## config.mk

```make
export PLATFORM = sky130hd
export DESIGN_NAME = snake_motion_engine
export DESIGN_NICKNAME = d
export VERILOG_FILES = /design/src/rtl/snake_motion_engine.sv
export SDC_FILE = /design/constraint.sdc
export NUM_CORES = 2
export LEC_CHECK = 0
export CORE_ASPECT_RATIO = 1.2
export CORE_MARGIN = 5
export CORE_UTILIZATION = 54
export CTS_CLUSTER_SIZE = 24
export DETAILED_ROUTE_END_ITERATION = 10
export PLACE_DENSITY = 0.78
export SLEW_MARGIN = 40
export SYNTH_ARGS = -nofsm -noshare
export SYNTH_HDL_FRONTEND = slang
export SYNTH_SLANG_ARGS = --single-unit
```

## constraint.sdc

```tcl
create_clock -name clk -period 3.8 [get_ports clk]
set_input_delay 0.76 -clock clk [delete_from_list [all_inputs] [get_ports clk]]
set_output_delay 0.76 -clock clk [all_outputs]
set_load 0.01 [all_outputs]
```

## src/rtl/snake_motion_engine.sv

```systemverilog
// snake_motion_engine: snake body state, head advance, apple/wall/self collision detection
module snake_motion_engine #(
  parameter int GRID_W   = 16,
  parameter int GRID_H   = 9,
  parameter int INIT_LEN = 3,
  parameter int MAX_LEN  = 143
) (
  input  logic       clk,
  input  logic       nRst,
  input  logic       tick,
  input  logic [3:0] direction,
  input  logic [3:0] apple_x,
  input  logic [3:0] apple_y,
  input  logic       apple_valid,
  output logic       goodColl,
  output logic       badColl,
  output logic [3:0] head_x,
  output logic [3:0] head_y,
  output logic [7:0] length,
  output logic       busy,
  output logic       alive
);
  typedef enum logic [2:0] {IDLE, RUN, CHECK, COMMIT, DEAD} state_t;
  localparam logic [1:0] RIGHT = 2'd0, LEFT = 2'd1, DOWN = 2'd2, UP = 2'd3;
  state_t state;
  logic [1:0] cur_dir, pend_dir, req;
  logic req_v, opp, eat, hit, wall, match;
  logic [3:0] bx [MAX_LEN];
  logic [3:0] by [MAX_LEN];
  logic [4:0] nxt_x, nxt_y, nx_c, ny_c;
  logic [7:0] idx, lim;
  assign head_x = bx[0];
  assign head_y = by[0];
  assign busy = state == CHECK || state == COMMIT;
  assign alive = state == RUN || state == CHECK || state == COMMIT;
  // direction priority, reversal test, candidate head and scan bookkeeping
  always_comb begin
    req_v = |direction;
    req = direction[3] ? UP : direction[2] ? DOWN : direction[1] ? LEFT : RIGHT;
    opp = {req[1], ~req[0]} == cur_dir;
    nx_c = pend_dir == RIGHT ? {1'b0, head_x} + 5'd1 : pend_dir == LEFT ? {1'b0, head_x} - 5'd1 : {1'b0, head_x};
    ny_c = pend_dir == DOWN ? {1'b0, head_y} + 5'd1 : pend_dir == UP ? {1'b0, head_y} - 5'd1 : {1'b0, head_y};
    wall = nxt_x >= 5'(GRID_W) || nxt_y >= 5'(GRID_H);
    lim = eat ? length : length - 8'd1;
    match = {1'b0, bx[idx]} == nxt_x && {1'b0, by[idx]} == nxt_y;
  end
  // move FSM: latch direction, scan body one segment per cycle, commit or die
  always_ff @(posedge clk or negedge nRst) begin
    if (!nRst) begin
      state <= IDLE;
      cur_dir <= RIGHT;
      pend_dir <= RIGHT;
      length <= 8'(INIT_LEN);
      goodColl <= 1'b0;
      badColl <= 1'b0;
      nxt_x <= 5'd0;
      nxt_y <= 5'd0;
      eat <= 1'b0;
      hit <= 1'b0;
      idx <= 8'd0;
      for (int i = 0; i < MAX_LEN; i++) begin
        bx[i] <= i < INIT_LEN ? 4'(4 - i) : 4'd0;
        by[i] <= 4'd4;
      end
    end else begin
      goodColl <= 1'b0;
      badColl <= 1'b0;
      if (req_v && !opp) pend_dir <= req;
      case (state)
        IDLE: if (req_v) state <= RUN;
        RUN: if (tick) begin
          cur_dir <= pend_dir;
          nxt_x <= nx_c;
          nxt_y <= ny_c;
          eat <= apple_valid && nx_c == {1'b0, apple_x} && ny_c == {1'b0, apple_y};
          idx <= 8'd0;
          hit <= 1'b0;
          state <= CHECK;
        end
        CHECK: if (wall || match) begin
          hit <= 1'b1;
          state <= COMMIT;
        end else begin
          idx <= idx + 8'd1;
          if (idx + 8'd1 == lim) state <= COMMIT;
        end
        COMMIT: if (hit) begin
          badColl <= 1'b1;
          state <= DEAD;
        end else begin
          for (int i = 1; i < MAX_LEN; i++) begin
            bx[i] <= bx[i-1];
            by[i] <= by[i-1];
          end
          bx[0] <= nxt_x[3:0];
          by[0] <= nxt_y[3:0];
          goodColl <= eat;
          if (eat && length < 8'(MAX_LEN)) length <= length + 8'd1;
          state <= RUN;
        end
        DEAD: if (req_v) begin
          for (int i = 0; i < MAX_LEN; i++) begin
            bx[i] <= i < INIT_LEN ? 4'(4 - i) : 4'd0;
            by[i] <= 4'd4;
          end
          length <= 8'(INIT_LEN);
          cur_dir <= RIGHT;
          pend_dir <= req == LEFT ? RIGHT : req;
          state <= RUN;
        end
        default: state <= IDLE;
      endcase
    end
  end
endmodule

```

==> flow_summary.toml <==
[status]
status = "finished, violations left"
violations = "negative setup slack"

[synthesis]
synth_edf_count = 0
synthCells = 6158
syn_nets = 6181
yosysWarnings = 0
ys_seq_area_frac = 0.520
synthArstFlopShare = 1.00
synth_area_um2 = 57200
synth_ff_type = "dfrtp_1"
ys_ff_latch = 1181
avgSynthCellArea_um2 = 9.28
yosysUniqueCellTypes = 77

[timing]
setup_viol = 2
period_share = 1.01
fmax_mhz = 261
worst_slew_pin_slew_ns = 0.865
hold_viol = 0
relSlewSlack = 0.423
drv_slew = 0
fin_ws_ns = -0.0280
rsz0062_at_grt = "true"
period_minus_slack_ns = 3.83
fin_skew_ns = 0.0526

[final_layout]
syn2layout_area_growth_pct = 12.9
mostFrequentLayoutCells = "nand2_1, o21ai_0, dfrtp_1"
nets = 6121
finalNonFillerCells = 7572
final_cell_area_um2 = 64500
drive_gt1_frac = 0.152
mostFrequentLayoutCell = "nand2_1"

[clock_network]
clkTransAtPathRegs_ns = 0.06
cts-buffers-inserted = 113
tritoncts = "yes"
cts_sinks = 1181
cts_root_buffer = "clkbuf_16"
clk_latency_ns = 0.74
cts_htree_levels = 3
cts_buffer_depth = 3

[min_path]
holdPathStages = 2
min_path_type = "reg -> reg"

[grt]
grt_pass1_vias = 45200
grt_max_degree = 212
antenna_found_initial = 0
grt_usage = 0.271
grt_overflow = 0
grt_pass1_wl_um = 250000

[pwr]
pwr-share-seq = 0.426
clockPowerShare = 0.214
ir_drop_mv = 0.561
power_density_nw_per_um2 = 832
combPwrFrac = 0.360
power.internal_mw = 33.1
p_leak_nw = 27.1
p_sw_frac = 0.383
power.switching_mw = 20.6

[critical_path]
path_buf_inv = 4
crit_fanout = 10
path_cells = "buf_12, buf_4, clkbuf_16, mux4_2, a22oi_2, a21oi_2, a2111oi_4, buf_4, a21oi_1, mux2i_1, nand4b_1, or3_4, o2111ai_4, mux2i_1"
cp-end-kind = "flip-flop"
cpMaxStageDelayCell = "dfrtp_4"
crit_cells = 14
required_ns = 4.44
ff2ff_path_depth = 14
cp.arrival_ns = 4.47
worstSetupStartpointType = "flip-flop"
cp_top_family = "multiplexers"
worstSetupPathType = "reg -> reg"
slowest_delay_ns = 0.52

[drt]
routedWlPerCell_um = 20.8
drt_drc_violations_left = 0
vias = 46500
ant_nets = 0
vias_per_cell = 6.14
drt_iter0_drc = 5752
wl_um = 157000
firstDrtPassIters = 9

[place]
placed_area_um2 = 60000
hpwl_um = 98300
gp_congestion = 0.867
placed_cells = 7335
port_buffers = 35
dpl_worst_slack_ns = -0.351

[floorplanning]
initial_core_util = 0.545
die_h_um = 366
row_count = 130
dieArea_um2 = 112000
die_x_um = 307
top_level_ports = 36
core_area_um2 = 105000

[flow_run]
cap_violations = 0
==> power groups by stage <==
stage / sequential (mW) / clock [mW] / combinational, mW
6_report: 22.9 / 11.5 / 19.3
2_1_floorplan: 21.2 / 0 / 13.6
5_1_grt: 23.5 / 12.1 / 21.3
3_3_place_gp: 22.7 / 0 / 17.4
3_5_place_dp: 22.9 / 0 / 18.2
4_1_cts: 22.7 / 11.6 / 18.5
==> Yosys cell counts (10+ instances only) <==
master,count,area (µm²)
a21oi_1,126,631
buf_4,27,203
xnor2_1,26,228
a211oi_1,11,82.6
xor2_1,17,149
and3_1,10,62.6
inv_1,18,67.6
clkbuf_1,416,1560
mux4_2,213,4800
mux2_2,24,270
nor2b_1,16,100
nor3_1,18,90.1
a22oi_1,43,323
buf_2,30,150
mux2i_1,143,1430
a31oi_1,22,138
buf_1,16,60.1
nand3_1,105,526
dfrtp_1,1032,25800
buf_6,23,259
o21ai_0,1045,5230
nand2_1,2237,8400
a221oi_1,20,175
nor2_1,198,743
mux4_1,13,342
dfstp_2,149,3920
==> timing repair <==
| item | in CTS | in global routing |
|---|---|---|
| resized for setup | 10 | 72 |
| hold endpoints to repair | 21 | 0 |
| endpoints found under the setup margin | 10 | 10 |
| cloned | 1 | 7 |
| hold buffers | 1 | 0 |
| buffers inserted | 4 | 21 |
| pin swaps | 1 | 14 |
==> worst min-delay path: stages, from the launching register on <==
cell and delay, ns:
dfstp_2 0.38, nand2_1 0.06, nand3_1 0.07
==> final cells by class <==
cell class / instances / area (µm²)
repair buffers: 346 / 3990
diodes: 4 / 10.0
inverters: 21 / 78.8
flip-flops and latches: 1181 / 29800
multi-input cells: 4435 / 25200
clock buffers: 166 / 3380
well taps: 1386 / 1730
clock inverters: 33 / 359
fillers: 8017 / 40400
==> logic make-up (layout without fill, tap and decap cells) <==
logic type	Yosys count	in the layout	synth area share
multiplexers	393	393	0.120
XOR/XNOR	43	43	0.00659
AO/OA/AOI/OAI	1360	1360	0.130
flip-flops	1181	1181	0.520
adder cells (fa/ha/maj)	7	7	0.00153
buffers and inverters	542	566	0.0430
other	0	4	0
AND/OR/NAND/NOR	2632	2632	0.179
==> routing by layer <==
| metal | routed length (µm) | track usage | share of wire |
|---|---|---|---|
| met1 | 63000 | 0.378 | 0.40 |
| met2 | 73400 | 0.416 | 0.47 |
| met3 | 12700 | 0.0493 | 0.081 |
| met4 | 8100 | 0.126 | 0.052 |
| met5 | 0 | 0.00474 | 0 |
==> path summary, 6_finish.rpt <==
| check | start | to | slack, ns |
|---|---|---|---|
| max | idx[0]$_DFFE_PN0P_ | idx[2]$_DFFE_PN0P_ | -0.03 |
| max reg2reg | idx[0]$_DFFE_PN0P_ | idx[2]$_DFFE_PN0P_ | -0.03 |
| min | by[214]$_DFFE_PN1P_ | by[210]$_DFFE_PN1P_ | 0.48 |
| min reg2reg | by[214]$_DFFE_PN1P_ | by[210]$_DFFE_PN1P_ | 0.48 |
| min in group asynchronous | nRst | bx[324]$_DFFE_PN0P_ | 0.49 |
| max in group asynchronous | nRst | by[222]$_DFFE_PN1P_ | 2.05 |
==> flip-flops by register name, indices dropped and copies added (netlist names) <==
register / flops
nxt_x: 5
length: 8
by: 568
idx: 8
head_x: 4
state: 3
head_y: 4
eat: 1
nxt_y: 5
pend_dir: 2
cur_dir: 2
goodColl: 1
badColl: 1
bx: 568
hit: 1
==> metrics by stage <==
stage	util	power (mW)	setup TNS (ns)	hold slack [ns]
3_3_place_gp	0.571	40.1	-1.41	0.475
3_5_place_dp	0.572	41.1	-1.91	0.482
5_1_grt	0.615	56.9	-0.176	0.494
4_1_cts	0.609	52.8	0	0.474
6_report	0.615	53.7	-0.0364	0.482
2_1_floorplan	-	34.8	0	0.463
No activity file was read; power rests on OpenSTA's default activity.
